## src/rtl/chip8_vga_pixel_fetch.sv

```systemverilog
// Maps VGA beam position onto a scaled, centred 64x32 CHIP-8 framebuffer and streams 12-bit RGB.
// Latency 2 (rgb/syncs); no backpressure, one pixel per clock; the RAM returns data one cycle after mem_rd.
module chip8_vga_pixel_fetch #(
  parameter int unsigned SCALE_SHIFT  = 3,
  parameter int unsigned X_OFFSET     = 64,
  parameter int unsigned Y_OFFSET     = 112,
  parameter logic [11:0] FG_COLOR     = 12'hFFF,
  parameter logic [11:0] BG_COLOR     = 12'h000,
  parameter logic [11:0] BORDER_COLOR = 12'h222
) (
  input  logic        clk,
  input  logic        res,
  input  logic [10:0] h_pos,
  input  logic [10:0] v_pos,
  input  logic        pixel_enable,
  input  logic        h_sync_in,
  input  logic        v_sync_in,
  output logic [7:0]  mem_addr,
  output logic        mem_rd,
  input  logic [7:0]  mem_data,
  output logic [11:0] rgb,
  output logic        h_sync,
  output logic        v_sync,
  output logic        frame_tick
);

  localparam logic [10:0] X_LO = 11'(X_OFFSET);
  localparam logic [10:0] X_HI = 11'(X_OFFSET + (64 << SCALE_SHIFT));
  localparam logic [10:0] Y_LO = 11'(Y_OFFSET);
  localparam logic [10:0] Y_HI = 11'(Y_OFFSET + (32 << SCALE_SHIFT));

  logic [10:0] w_dx;
  logic [10:0] w_dy;
  logic [5:0]  w_col;
  logic [4:0]  w_row;
  logic        w_in_win;
  logic        w_sel;
  logic        w_unused;

  // Window test uses absolute compares so the wrapped dx/dy below X/Y_OFFSET can never alias in.
  assign w_dx     = h_pos - X_LO;
  assign w_dy     = v_pos - Y_LO;
  assign w_col    = w_dx[SCALE_SHIFT +: 6];
  assign w_row    = w_dy[SCALE_SHIFT +: 5];
  assign w_in_win = pixel_enable & (h_pos >= X_LO) & (h_pos < X_HI)
                  & (v_pos >= Y_LO) & (v_pos < Y_HI);
  assign w_unused = ^{w_dx, w_dy};

  // Stage 0 state
  logic       r_in_win1;
  logic       r_en1;
  logic [2:0] r_col1;
  logic       r_hs1;
  logic       r_vs1;
  // Stage 1 state, aligned with mem_data
  logic       r_in_win2;
  logic       r_en2;
  logic [2:0] r_col2;

  always_ff @(posedge clk) begin
    if (res) begin
      mem_rd     <= 1'b0;
      mem_addr   <= '0;
      r_in_win1  <= 1'b0;
      r_en1      <= 1'b0;
      r_col1     <= '0;
      r_hs1      <= 1'b0;
      r_vs1      <= 1'b0;
      r_in_win2  <= 1'b0;
      r_en2      <= 1'b0;
      r_col2     <= '0;
      h_sync     <= 1'b0;
      v_sync     <= 1'b0;
      frame_tick <= 1'b0;
    end else begin
      mem_rd <= w_in_win;
      if (w_in_win) mem_addr <= {w_row, w_col[5:3]};
      r_in_win1  <= w_in_win;
      r_en1      <= pixel_enable;
      r_col1     <= w_col[2:0];
      r_hs1      <= h_sync_in;
      r_vs1      <= v_sync_in;
      r_in_win2  <= r_in_win1;
      r_en2      <= r_en1;
      r_col2     <= r_col1;
      h_sync     <= r_hs1;
      v_sync     <= r_vs1;
      // Rises together with v_sync: compares its next value against its current one.
      frame_tick <= r_vs1 & ~v_sync;
    end
  end

  // MSB of each display byte is the leftmost pixel.
  assign w_sel = mem_data[3'd7 - r_col2];

  always_comb begin
    rgb = 12'h000;
    if (!r_en2)          rgb = 12'h000;
    else if (!r_in_win2) rgb = BORDER_COLOR;
    else if (w_sel)      rgb = FG_COLOR;
    else                 rgb = BG_COLOR;
  end

endmodule

```

## config.mk

```make
export PLATFORM = sky130hd
export DESIGN_NAME = chip8_vga_pixel_fetch
export DESIGN_NICKNAME = d
export VERILOG_FILES = /design/src/rtl/chip8_vga_pixel_fetch.sv
export SDC_FILE = /design/constraint.sdc
export NUM_CORES = 1
export LEC_CHECK = 0
export ABC_CLOCK_PERIOD_IN_PS = 2300
export CAP_MARGIN = 0
export CORE_ASPECT_RATIO = 0.8
export CORE_MARGIN = 2
export CORE_UTILIZATION = 38
export CTS_CLUSTER_SIZE = 10
export DETAILED_ROUTE_END_ITERATION = 8
export HOLD_SLACK_MARGIN = 0.12
export PLACE_DENSITY = 0.89
export SLEW_MARGIN = 20
export SYNTH_ARGS = -nofsm -noshare
export SYNTH_HDL_FRONTEND = slang
export SYNTH_SLANG_ARGS = --single-unit
```

## constraint.sdc

```tcl
create_clock -name clk -period 2.3 [get_ports clk]
set_clock_uncertainty 0.05 [all_clocks]
set_input_delay 0.345 -clock clk [delete_from_list [all_inputs] [get_ports clk]]
set_output_delay 0.345 -clock clk [all_outputs]
set_load 0.02 [all_outputs]
```

==> results.txt <==
1st-pass router iterations: 4
R2R Path Start: mem_addr[7]
Top delay family on crit path: multiplexers
Sw Pwr: 0.174 mW
Per-cell routed wire length: 12.0 um
Setup violations, final: 0
Mapped Cells: 97
Post-synthesis register bit count: 23
Final core utilization: 59.7%
Clock Sinks: 23
Global placer's final weighted congestion: 0.680
Slew headroom: 76.6%
Post-Route WL: 2260 um
Max cap viols: 0
Top-level I/O count: 59
Setup bufs post-CTS: 0
Leak: 0.625 nW
First DRT Iteration DRCs: 17
Top cells by area, synth: dfxtp_1 43%, nor2b_1 8.7%, buf_4 7.0%, a211oi_2 5.8%, mux4_2 4.2%
Unrepaired setup endpoints after global routing: no
CTS max path bufs: 2
Largest net degree at the start of global routing: 15
Seq/Total Area, Yosys: 42.7%
Crit. path cell count: 5
Vias in the first global route: 904
# rows: 17
WS Path Type: in -> out
Yosys cell types: 32
Largest area contributor in the netlist: dfxtp_1
Final hold violations: 0
Post-route minimum period: 2.26 ns
Post-synth EDFFs: 0
P_int: 0.567 mW
Slowest cell on the critical path: mux4_2
Fraction of layout cells with a size suffix above 1: 23.8%
Drc violations: 0
# H-tree levels: 1
Top-count cell post-synth: dfxtp_1
Total CTS buffers: 3
Reg2Reg Setup Slack: 1.42 ns
Worst reg2reg path endpoint: mem_addr[7]
Synthesized area: 1080 um2
Area Overhead vs Synth: 50.9%
Via count: 918
Die ar.: 3280 um2
Syn_area_per_cell: 11.1 um2
Antenna cells: 0
Hold Path Depth: 1
Max Fclk: 443 MHz
Ys Warns: 0
Post-cts hold buffer count: 0
Hold crit path type: reg -> reg
Top reg by flops: mem_addr
Yosys top cell area share: 42.7%
Reg2reg path depth: 2
Switching Share: 23.5%
Worst Setup Start Kind: input pin
Synth Flop Type: dfxtp_1
CORE AREA: 2720 um2
Cells along the critical path: clkdlybuf4s50_1 > mux4_2 > mux2_2 > and3_4 > buf_2
Status: finished, final reports clean
Nets: 190
WP data arrival: 1.86 ns
PortBufs: 58
WP buf/inv: 2
Overall Global Routing Usage: 14.9%
Slew @ Worst Pin: 0.346 ns
FFs w/ async S/R, synth: 0%
Largest regs: mem_addr x8, r_col1 x3, r_col2 x3
GRT overflow: 0
Syn nets: 135
Clock root buffer: clkbuf_4
Die Span Y: 51.6 um
Crit path to: rgb[4]
DIE WIDTH: 63.5 um
Drt via density: 4.86
Initial antenna violation count: 0
Clk network pwr share: 24.7%
Clk_lat worst skew: 0.31 ns
Starting Density: 39.6%
Power Total: 0.741 mW
Routed Antenna Nets: 0
Max Transition Viols Final: 0
Worst endpoint required time: 1.90 ns
Max reg flops: 8
Crit Path Max Fanout: 9
Final HPWL DP: 1810 um
Comb power frac: 19.2%
First-pass GRT wire length: 3860 um
Sequential power share: 56.1%
Kind of end point of the critical path: output port
Critical path's largest stage delay: 0.47 ns
Most frequent cells after synthesis: 23 x dfxtp_1, 15 x nor2b_1, 10 x buf_4
CTS tree: built
Period Utilization, post-route: 98.2%
CTS clk-pin slew, worst paths: 0.12 ns
Crit. Startpoint: mem_data[0]
Hold Startpoint: v_sync
Maximum vdd drop: 383 uV
Power density over the cells: 456 nW/um2
## power by group through the flow
stage / clock network, mW / logic (mW) / registers [mW]
detailed placement: 0 / 0.144 / 0.424
CTS: 0.189 / 0.143 / 0.416
finish: 0.183 / 0.142 / 0.416
floorplan: 0 / 0.0528 / 0.429
global placement: 0 / 0.141 / 0.424
global route: 0.210 / 0.154 / 0.418
## worst register-to-register path: stages, from the launching register on
cell and delay, ns:
dfxtp_1 0.33, nor2b_1 0.12, mux2_1 0.28
## worst min path at each step
stage	slack [ns]	to
after floorplan	0.36	h_sync
after global placement	0.35	frame_tick
after detailed placement	0.37	frame_tick
after CTS	0.39	frame_tick
after global routing	0.41	r_col2[0]
final	0.39	frame_tick
## cell type report
type	count	area, um2
fillers	260	1100
repair buffers	63	561
clock buffers	3	22.5
multi-input cells	58	517
well taps	38	47.5
flip-flops and latches	23	462
inverters	3	11.3
clock inverters	1	5.00
## routing by layer
metal | track usage [%] | vias up | wire length (um)
li1 | - | 447 | -
met1 | 16.2 | 411 | 917
met2 | 27.0 | 54 | 1070
met3 | 6.49 | 6 | 245
met4 | 3.26 | 0 | 26
met5 | 0 | - | 0
## placed cells by master (no fill, tap or decap)
cell type / n
or3_4: 1
nand2b_1: 4
a211o_4: 1
inv_1: 3
nand4_1: 2
clkdlybuf4s50_1: 46
clkinv_2: 1
mux2_1: 1
nor4_1: 1
nor4b_1: 1
nor2_1: 2
mux2_2: 1
xnor2_1: 2
o21a_1: 1
nor4bb_1: 1
nand2_1: 1
a31o_2: 1
dfxtp_1: 22
and3_4: 1
a21oi_2: 1
mux4_2: 2
a211oi_2: 5
nor2b_1: 15
dfxtp_2: 1
buf_2: 11
a41oi_1: 5
and4_4: 1
a21oi_1: 1
or4b_1: 1
ha_1: 3
a211o_1: 1
clkbuf_4: 3
buf_4: 6
mux2i_1: 2
## per-stage QoR
stage | cells | TNS, ns | worst slack, ns | hold WS, ns | area (um2)
floorplan | 97 | 0 | 0.270 | 0.364 | 1080
global placement | 185 | -4.38 | -0.386 | 0.348 | 1650
detailed placement | 185 | -4.84 | -0.444 | 0.366 | 1650
CTS | 189 | 0 | 0.0294 | 0.391 | 1620
global route | 189 | 0 | 0.000341 | 0.410 | 1630
finish | 189 | 0 | 0.0416 | 0.386 | 1630
## timing repair
item / CTS / global route
endpoints found under the setup margin: 12 / 1
gates resized for setup: 51 / 2
pin swaps: 0 / 0
## cell families after synthesis
| family | share of synthesized area [%] |
|---|---|
| fa+ha+maj | 3.48 |
| xor+xnor | 1.63 |
| simple gates | 19.2 |
| compound gates | 15.1 |
| buf+inv | 9.76 |
| mux | 8.13 |
| flops | 42.7 |
(Power assumes the default switching activity.)
